**config.mk**
```make
export PLATFORM = sky130hd
export DESIGN_NAME = serial_add_ctrl
export DESIGN_NICKNAME = d
export VERILOG_FILES = /design/src/rtl/serial_add_ctrl_pkg.sv /design/src/rtl/adder_4bit.sv /design/src/rtl/serial_add_ctrl.sv
export SDC_FILE = /design/constraint.sdc
export NUM_CORES = 1
export LEC_CHECK = 0
export ABC_AREA = 0
export CAP_MARGIN = 5
export CORE_UTILIZATION = 40
export DETAILED_ROUTE_END_ITERATION = 10
export GPL_TIMING_DRIVEN = 1
export SLEW_MARGIN = 20
export SYNTH_ARGS = -nofsm -noshare
export SYNTH_HDL_FRONTEND = slang
export SYNTH_HIERARCHICAL = 1
export SYNTH_SLANG_ARGS = --single-unit
```
**constraint.sdc**
```tcl
create_clock -name clk -period 3.76 [get_ports clk]
set_clock_uncertainty 0.15 [all_clocks]
set_input_delay 0.752 -clock clk [delete_from_list [all_inputs] [get_ports clk]]
set_output_delay 0.752 -clock clk [all_outputs]
set_load 0.03 [all_outputs]
```
**src/rtl/serial_add_ctrl_pkg.sv**
```systemverilog
// Shared types and constants for the nibble-serial wide adder controller.
package serial_add_ctrl_pkg;

    localparam int NIBBLE_W        = 4;
    localparam int NIBBLES_DEFAULT = 4;

    typedef enum logic [1:0] {
        ST_IDLE = 2'b00,
        ST_RUN  = 2'b01,
        ST_DONE = 2'b10
    } state_t;

    // Nibble counter width; never narrower than one bit.
    function automatic int cnt_width(input int nibbles);
        return (nibbles > 1) ? $clog2(nibbles) : 1;
    endfunction

endpackage

```
**src/rtl/adder_4bit.sv**
```systemverilog
// Shared 4-bit ripple-carry slice; c[i] is the carry out of bit i.
module adder_4bit (
    input  logic [3:0] a,
    input  logic [3:0] b,
    input  logic       cin,
    output logic [3:0] s,
    output logic [3:0] c
);

    always_comb begin : ripple
        logic carry;
        // NOTE: every output of a combinational block gets a value before any
        // branch or loop, so no path can leave it unassigned and infer a latch.
        s     = '0;
        c     = '0;
        carry = cin;
        for (int i = 0; i < 4; i++) begin
            s[i]  = a[i] ^ b[i] ^ carry;
            carry = (a[i] & b[i]) | (carry & (a[i] ^ b[i]));
            c[i]  = carry;
        end
    end

endmodule

```
**src/rtl/serial_add_ctrl.sv**
```systemverilog
// Sequences one adder_4bit slice over NIBBLES nibbles to form a wide sum,
// carry-out and signed overflow behind a start/busy/done handshake.
module serial_add_ctrl
    import serial_add_ctrl_pkg::*;
#(
    parameter int NIBBLES = NIBBLES_DEFAULT
) (
    input  logic                          clk,
    input  logic                          rst,
    input  logic                          start,
    input  logic [NIBBLE_W*NIBBLES-1:0]   a,
    input  logic [NIBBLE_W*NIBBLES-1:0]   b,
    input  logic                          cin,
    output logic                          busy,
    output logic                          done,
    output logic [NIBBLE_W*NIBBLES-1:0]   sum,
    output logic                          cout,
    output logic                          ovf
);

    localparam int W     = NIBBLE_W * NIBBLES;
    localparam int CNT_W = cnt_width(NIBBLES);
    localparam logic [CNT_W-1:0] LAST_CNT = CNT_W'(NIBBLES - 1);

    state_t           state_q, state_d;
    logic [W-1:0]     a_q, a_d;
    logic [W-1:0]     b_q, b_d;
    logic [W-1:0]     acc_q, acc_d;
    logic [W-1:0]     sum_q, sum_d;
    logic             carry_q, carry_d;
    logic [CNT_W-1:0] cnt_q, cnt_d;
    logic             cout_q, cout_d;
    logic             ovf_q, ovf_d;

    logic [NIBBLE_W-1:0] slice_s;
    logic [NIBBLE_W-1:0] slice_c;
    logic [W-1:0]        acc_shift;
    logic                load;
    logic                unused_low_carries;

    adder_4bit u_slice (
        .a   (a_q[NIBBLE_W-1:0]),
        .b   (b_q[NIBBLE_W-1:0]),
        .cin (carry_q),
        .s   (slice_s),
        .c   (slice_c)
    );

    // Only the top two slice carries matter for cout/ovf.
    assign unused_low_carries = ^slice_c[1:0];

    // Newest slice sum enters at the top, so nibble 0 lands at [3:0] last.
    assign acc_shift = {slice_s, acc_q[W-1:NIBBLE_W]};

    always_comb begin
        state_d = state_q;
        a_d     = a_q;
        b_d     = b_q;
        acc_d   = acc_q;
        carry_d = carry_q;
        cnt_d   = cnt_q;
        sum_d   = sum_q;
        cout_d  = cout_q;
        ovf_d   = ovf_q;
        load    = 1'b0;

        case (state_q)
            ST_IDLE: begin
                if (start) begin
                    load    = 1'b1;
                    state_d = ST_RUN;
                end
            end
            ST_RUN: begin
                a_d     = a_q >> NIBBLE_W;
                b_d     = b_q >> NIBBLE_W;
                acc_d   = acc_shift;
                carry_d = slice_c[3];
                cnt_d   = cnt_q + CNT_W'(1);
                if (cnt_q == LAST_CNT) begin
                    state_d = ST_DONE;
                    sum_d   = acc_shift;
                    cout_d  = slice_c[3];
                    ovf_d   = slice_c[3] ^ slice_c[2];
                end
            end
            ST_DONE: begin
                if (start) begin
                    load    = 1'b1;
                    state_d = ST_RUN;
                end else begin
                    state_d = ST_IDLE;
                end
            end
            default: state_d = ST_IDLE;
        endcase

        if (load) begin
            a_d     = a;
            b_d     = b;
            carry_d = cin;
            cnt_d   = '0;
            acc_d   = '0;
        end
    end

    // NOTE: state registers use non-blocking assignments so every flop samples
    // its pre-edge value regardless of statement order.
    always_ff @(posedge clk or posedge rst) begin
        if (rst) begin
            state_q <= ST_IDLE;
            a_q     <= '0;
            b_q     <= '0;
            acc_q   <= '0;
            carry_q <= 1'b0;
            cnt_q   <= '0;
            sum_q   <= '0;
            cout_q  <= 1'b0;
            ovf_q   <= 1'b0;
        end else begin
            state_q <= state_d;
            a_q     <= a_d;
            b_q     <= b_d;
            acc_q   <= acc_d;
            carry_q <= carry_d;
            cnt_q   <= cnt_d;
            sum_q   <= sum_d;
            cout_q  <= cout_d;
            ovf_q   <= ovf_d;
        end
    end

    assign busy = (state_q == ST_RUN);
    assign done = (state_q == ST_DONE);
    assign sum  = sum_q;
    assign cout = cout_q;
    assign ovf  = ovf_q;

endmodule

```
* After elaboration in Yosys (flattened, before gate mapping)
Index checks and enable logic that the tools add are counted.
** Cells by class
- Add/sub/neg operators :: 1
- Equality and inequality tests :: 5
- Mux-type cells :: 16
- Bitwise logic cells :: 21
- Reductions and logical operators :: 5
** Operators with widths (number)
- 16-bit 2-to-1 mux :: 6
- 1-bit bitwise XOR :: 9
- 1-bit bitwise AND :: 8
- 2-bit 2-to-1 mux :: 4
- 2-bit one-hot mux with 3 select lines :: 1
- 1-bit 2-to-1 mux :: 5
- 2-bit == test, second input constant :: 2
- 1-bit bitwise OR :: 4
- 2-bit AND reduction :: 2
- 2-bit by 1-bit adder with 2-bit output, second input constant :: 1
- 2-bit by 1-bit == test with 1-bit output, second input constant :: 1
- 2-bit zero test :: 1
- 2-bit by 1-bit != test with 1-bit output, second input constant :: 1
- 2-bit != test, second input constant :: 1
- 2-bit nonzero test :: 1
- 2-bit OR reduction :: 1
** Word-level totals
- Register bits :: 71
- Output and inout bits :: 20
- Logic and storage cells :: 57

* Longest topological paths before layout
- Depth in word-level cells :: 11
- Mapped depth :: 7
- Mapped depth without buffers :: 6

* Cells and area by module
Netlist, hierarchy kept.
** Modules (own cells, without submodules)
- serial_add_ctrl :: times used 1, cells an instance 251, area an instance 3183.1 um2, seq. area each 1676.6 um2
- adder_4bit :: times used 1, cells an instance 5, area an instance 87.6 um2, seq. area each 0.0 um2

* Least setup slack after synthesis
Ideal clock, no wire load.
- Path kind :: flip-flop to flip-flop
- Start point :: register a_q[0]
- End point :: register cout_q, in the netlist cout
- Library setup time :: 0.125 ns
- Data arrival time :: 2.367 ns
- Required time :: 3.485 ns
- Path slack :: 1.118 ns
- Stages on the path, launching flop included :: 7
- Path buffers :: 1
- Period minus slack after synthesis :: 2.642 ns
- Path through :: dfrtp_1 -> fa_1 -> fa_1 -> fa_1 -> fa_1 -> buf_4 -> mux2_4
** On the way
- Longest elaborated chain between the ends :: 9
** RTL lines
- from (decl) :: RTL line serial_add_ctrl.sv:26 : logic [W-1:0] a_q, a_d;
- from (signal assigned) :: RTL line serial_add_ctrl.sv:112 : a_q <= '0;
- from (signal assigned) :: RTL line serial_add_ctrl.sv:122 : a_q <= a_d;
- 1-bit bitwise XOR :: RTL line adder_4bit.sv:19 : carry = (a[i] & b[i]) | (carry & (a[i] ^ b[i]));
- 1-bit bitwise AND :: RTL line adder_4bit.sv:19
- 1-bit bitwise OR (*) :: RTL line adder_4bit.sv:19
- net slice_c[0] :: RTL line serial_add_ctrl.sv:36 : logic [NIBBLE_W-1:0] slice_c;
- 1-bit bitwise AND (*) :: RTL line adder_4bit.sv:19
- 1-bit bitwise OR (*) :: RTL line adder_4bit.sv:19
- net slice_c[1] :: RTL line serial_add_ctrl.sv:36
- 1-bit bitwise AND (*) :: RTL line adder_4bit.sv:19
- 1-bit bitwise OR (*) :: RTL line adder_4bit.sv:19
- net slice_c[2] :: RTL line serial_add_ctrl.sv:36
- 1-bit bitwise AND (*) :: RTL line adder_4bit.sv:19
- 1-bit bitwise OR (*) :: RTL line adder_4bit.sv:19
- net u_slice.ripple.carry :: RTL line adder_4bit.sv:11 : logic carry;
- to (signal assigned) :: RTL line serial_add_ctrl.sv:128 : cout_q <= cout_d;
- to (decl) :: RTL line serial_add_ctrl.sv:32 : logic cout_q, cout_d;
Mark *: on every way through the listed nets, which the timed path passes. The rest lies on a longest branch.
A chain may end at the register's enable or synchronous reset.

* Worst setup path after layout
- Start point :: register state_q[1]
- End point :: output port done
** On the way
- Longest elaborated chain between the ends :: 1
** RTL lines
- from (decl) :: RTL line serial_add_ctrl.sv:25 : state_t state_q, state_d;
- from (signal assigned) :: RTL line serial_add_ctrl.sv:121 : state_q <= state_d;
- 2-bit == test :: RTL line serial_add_ctrl.sv:134 : assign done = (state_q == ST_DONE);
- to (decl) :: RTL line serial_add_ctrl.sv:15 : output logic done,
No other way between the ends.

==> results.md <==
Power:
- Internal power comes to 0.00233 W.
- In this run switching power makes up 36.5% of total power.
- Summed over all nets, the switching power comes to 0.00134 W.
- The part of the power in combinational logic is 44.1%.
- Of the total power, the clock network draws 20.3%.
- The total power per unit cell area is 903 mW/mm^2.
- The sequential share of power is 35.6%.
- The total power of the final layout is 0.00367 W.
- The standby leakage power is 1.74 nW.
- The worst supply voltage drop on vdd is 0.338 mV.

Layout:
- The area overhead of the layout relative to synthesis is 24.3%.
- The multi-input combinational cells in the finished layout cover a total of 0.00142 mm^2.
- The most common library cell in the layout ignoring fill and taps is sky130_fd_sc_hd__dfrtp_1.
- Cells fill 52.1% of the core in the end.
- The net count of the finished layout is 345.
- 0 antenna diodes ended up in the layout.
- The share of post-route cells with drive strength above 1 is 15.2%.
- The layout has 703 filler cells.
- In the final layout, flip-flops and latches occupy 0.00168 mm^2.
- In the layout the commonest cells are 66 x sky130_fd_sc_hd__dfrtp_1, 54 x sky130_fd_sc_hd__clkdlybuf4s50_1, 29 x sky130_fd_sc_hd__mux2i_1, 25 x sky130_fd_sc_hd__nor2b_1.

Timing:
- Setup repair after global routing left no endpoint under its margin.
- In the final timing run, aggregate negative setup slack is 0 ps.
- The worst path meets setup with 738 ps of slack.
- Static timing analysis puts the maximum clock frequency at 0.331 GHz.
- The post-route fraction of the period consumed by the critical path is 80.4%.
- For the pin with the worst max-slew slack, the measured transition is 639 ps.
- The total count of hold-check failures in the final report came to 0.
- The number of pins exceeding their max-slew limit in the final report is 0.
- The final worst hold slack is 340 ps.
- The relative max-transition margin is 57.4%.
- Setup violations remaining at the end of the flow were counted as 0.
- The worst path needs 3020 ps of the cycle, external delays included.

Floorplan:
- The I/O pin count is 56.
- The area of the die is 0.00854 mm^2.
- The die is 92.4 um tall.
- The floorplan die width is 92.4 um.
- Once the floorplan was initialized, standard cells occupied 41.9% of the core.
- The area of the core is 0.00781 mm^2.
- The number of placement rows is 32.

Yosys:
- Synthesis instantiated 27 different standard cells from the library.
- The mapped netlist covers 0.00327 mm^2.
- The average instance in the mapped netlist occupies 12.8 um^2.
- In this run, synthesis produced a sequential element count of 67.
- The synthesized design contains 0 enable-type register cells.
- For this run, the number of Yosys warnings is 6.
- The fraction of synthesis flops using an asynchronous set or reset pin is 100%.
- In the synthesized netlist the dominant register cell turns out to be sky130_fd_sc_hd__dfrtp_1.
- The fraction of the yosys area taken by sequential cells is 51.3%.
- The number of nets in the synthesized netlist is 297.
- The synthesized netlist cell count is 256.

Global route:
- The wire length of the first global-routing pass is 10400 um.
- Entering global routing, the biggest net connects 63 pins.
- For this run the aggregate overflow at the end of global routing stands at 0.
- The number of global-route vias before repair was 2004.
- The initial antenna violation count came to 0.
- The all-layer global routing usage is 16.2%.

CTS:
- The clock reaches the later pin of the worst-skew pair after 350 ps.
- The buffer cell driving the clock tree root is sky130_fd_sc_hd__clkbuf_8.
- The clock tree buffer depth is 2.
- Post-CTS repair changed the size of 0 cells.
- The total number of H-tree levels is 3.
- TritonCTS created 9 clock buffers.
- Clock-pin slew was measured on the worst setup and hold paths at 70 ps.
- TritonCTS built the clock tree.
- The clock net sink count is 67.
- The total setup buffers inserted after CTS is 0.
- The count of hold buffers inserted by post-cts repair is 0.

Critical path:
- STA classifies the critical path startpoint as a register.
- For this design, the slowest cell found on the critical path is sky130_fd_sc_hd__clkdlybuf4s50_1.
- The maximum fanout count along the critical path is 32.
- For the worst setup path, the data arrival time is 2120 ps.
- Data on the critical path is required at its endpoint by 2860 ps.
- The biggest cell delay along the critical path is 700 ps.
- The critical path capture point type is an output pin.
- On the critical path the largest part of the delay comes from buffers and inverters.
- The critical path goes through buf_4 > nor2b_1 > clkdlybuf4s50_1.
- The critical path buffer and inverter count is 2.
- The type of the setup path with the least slack is reg2out.

Flow run:
- The max-cap violation count is 0.

Routing:
- The detailed-route via count is 2091.
- In the routed design, unresolved DRC markers number 0.
- In the final routed layout, each cell accounts on average for 15.4 um.
- The number of iterations in the first detailed-routing pass is 4.
- The number of design-rule violations left by the first detailed-router iteration is 99.
- After detailed routing, the number of vias per cell comes to 5.09.
- The final wirelength is 6310 um.
- Once detail routing completed, the nets flagged for antenna violations numbered 0.

Placement:
- Detailed placement ended at an HPWL of 4130 um.
- During placement, the flow inserted port buffers numbering 55.
- The worst setup slack after placement is 1080 ps.
- The routability congestion estimate is 0.695.

Worst hold path:
- The tightest min-delay check is of the reg2reg type.

Status:
- The run finished with clean final reports.
==> through the flow <==
| step | instance area, um^2 | instances |
|---|---|---|
| final | 4070 | 411 |
| after global routing | 4070 | 411 |
| after CTS | 4070 | 411 |
| after detailed placement | 3820 | 395 |
| after global placement | 3820 | 395 |
| after floorplan | 3270 | 256 |
==> logic make-up (layout without fill, tap and decap cells) <==
kind of cell             count (synthesis)  count (layout)  share of synthesized area, %
flip-flops                              67              67                          51.3
AO/OA/AOI/OAI                           73              73                          15.1
buffers and inverters                   26              79                          5.43
multiplexers                            48              48                          17.4
XOR/XNOR                                 1               1                         0.268
AND/OR/NAND/NOR                         36              36                          7.73
adder cells (fa/ha/maj)                  5               5                          2.83
==> registers in the layout, summed over array words and instances (netlist names) <==
register	flops
a_q	16
acc_q	12
b_q	16
carry_q	1
cnt_q	2
cout	1
ovf	1
state_q	2
sum	16
==> final timing paths <==
check	from	end	slack, ps	depth (start not counted)
max in group asynchronous	rst	sum[12]	2430	3
worst max register to register	a_q[0]	sum[15]	1090	5
min in group asynchronous	rst	a_q[12]	680	3
worst max-delay path	state_q[1]	done	740	3
worst min register to register	a_q[11]	a_q[11]	340	1
worst min-delay path	a_q[11]	a_q[11]	340	1
==> final cells by class <==
cell class	instances	area share [%]
Clock buffer	9	3.05
Clock inverter	7	3.08
Inverter	3	0.277
Multi-Input combinational cell	163	34.8
Sequential cell	67	41.3
Tap cell	102	3.14
Timing Repair Buffer	60	14.3
==> per-layer routing <==
layer | global-route usage, % | part of all wire (%) | vias to the layer above
met5 | 0 | 0 | -
met4 | 5.86 | 0.98 | 0
met3 | 4.52 | 4.2 | 4
met2 | 20.6 | 42 | 52
met1 | 25.5 | 53 | 1007
li1 | - | - | 1028
==> cell usage after synthesis (2+ instances only) <==
cell type	number	area, um^2
sky130_fd_sc_hd__a211oi_1	24	180
sky130_fd_sc_hd__dfrtp_1	67	1680
sky130_fd_sc_hd__buf_6	7	78.8
sky130_fd_sc_hd__inv_1	2	7.51
sky130_fd_sc_hd__a21o_1	2	15.0
sky130_fd_sc_hd__a21oi_1	24	120
sky130_fd_sc_hd__mux2_4	17	255
sky130_fd_sc_hd__fa_1	4	80.1
sky130_fd_sc_hd__buf_2	4	20.0
sky130_fd_sc_hd__o21ai_1	6	30.0
sky130_fd_sc_hd__nand3_1	5	25.0
sky130_fd_sc_hd__a22o_1	17	149
sky130_fd_sc_hd__nor2b_1	25	156
sky130_fd_sc_hd__mux2i_1	29	290
sky130_fd_sc_hd__clkbuf_1	6	22.5
sky130_fd_sc_hd__buf_4	6	45.0
==> power by group through the flow <==
stage | Sequential [W] | Clock (W) | Combinational, W
finish | 0.00131 | 0.000745 | 0.00162
detailed placement | 0.00133 | 0 | 0.00164
CTS | 0.00132 | 0.000759 | 0.00164
global route | 0.00136 | 0.000793 | 0.00177
floorplan | 0.00142 | 0 | 0.00115
global placement | 0.00132 | 0 | 0.00161
Power figures use the tool's default switching activity.
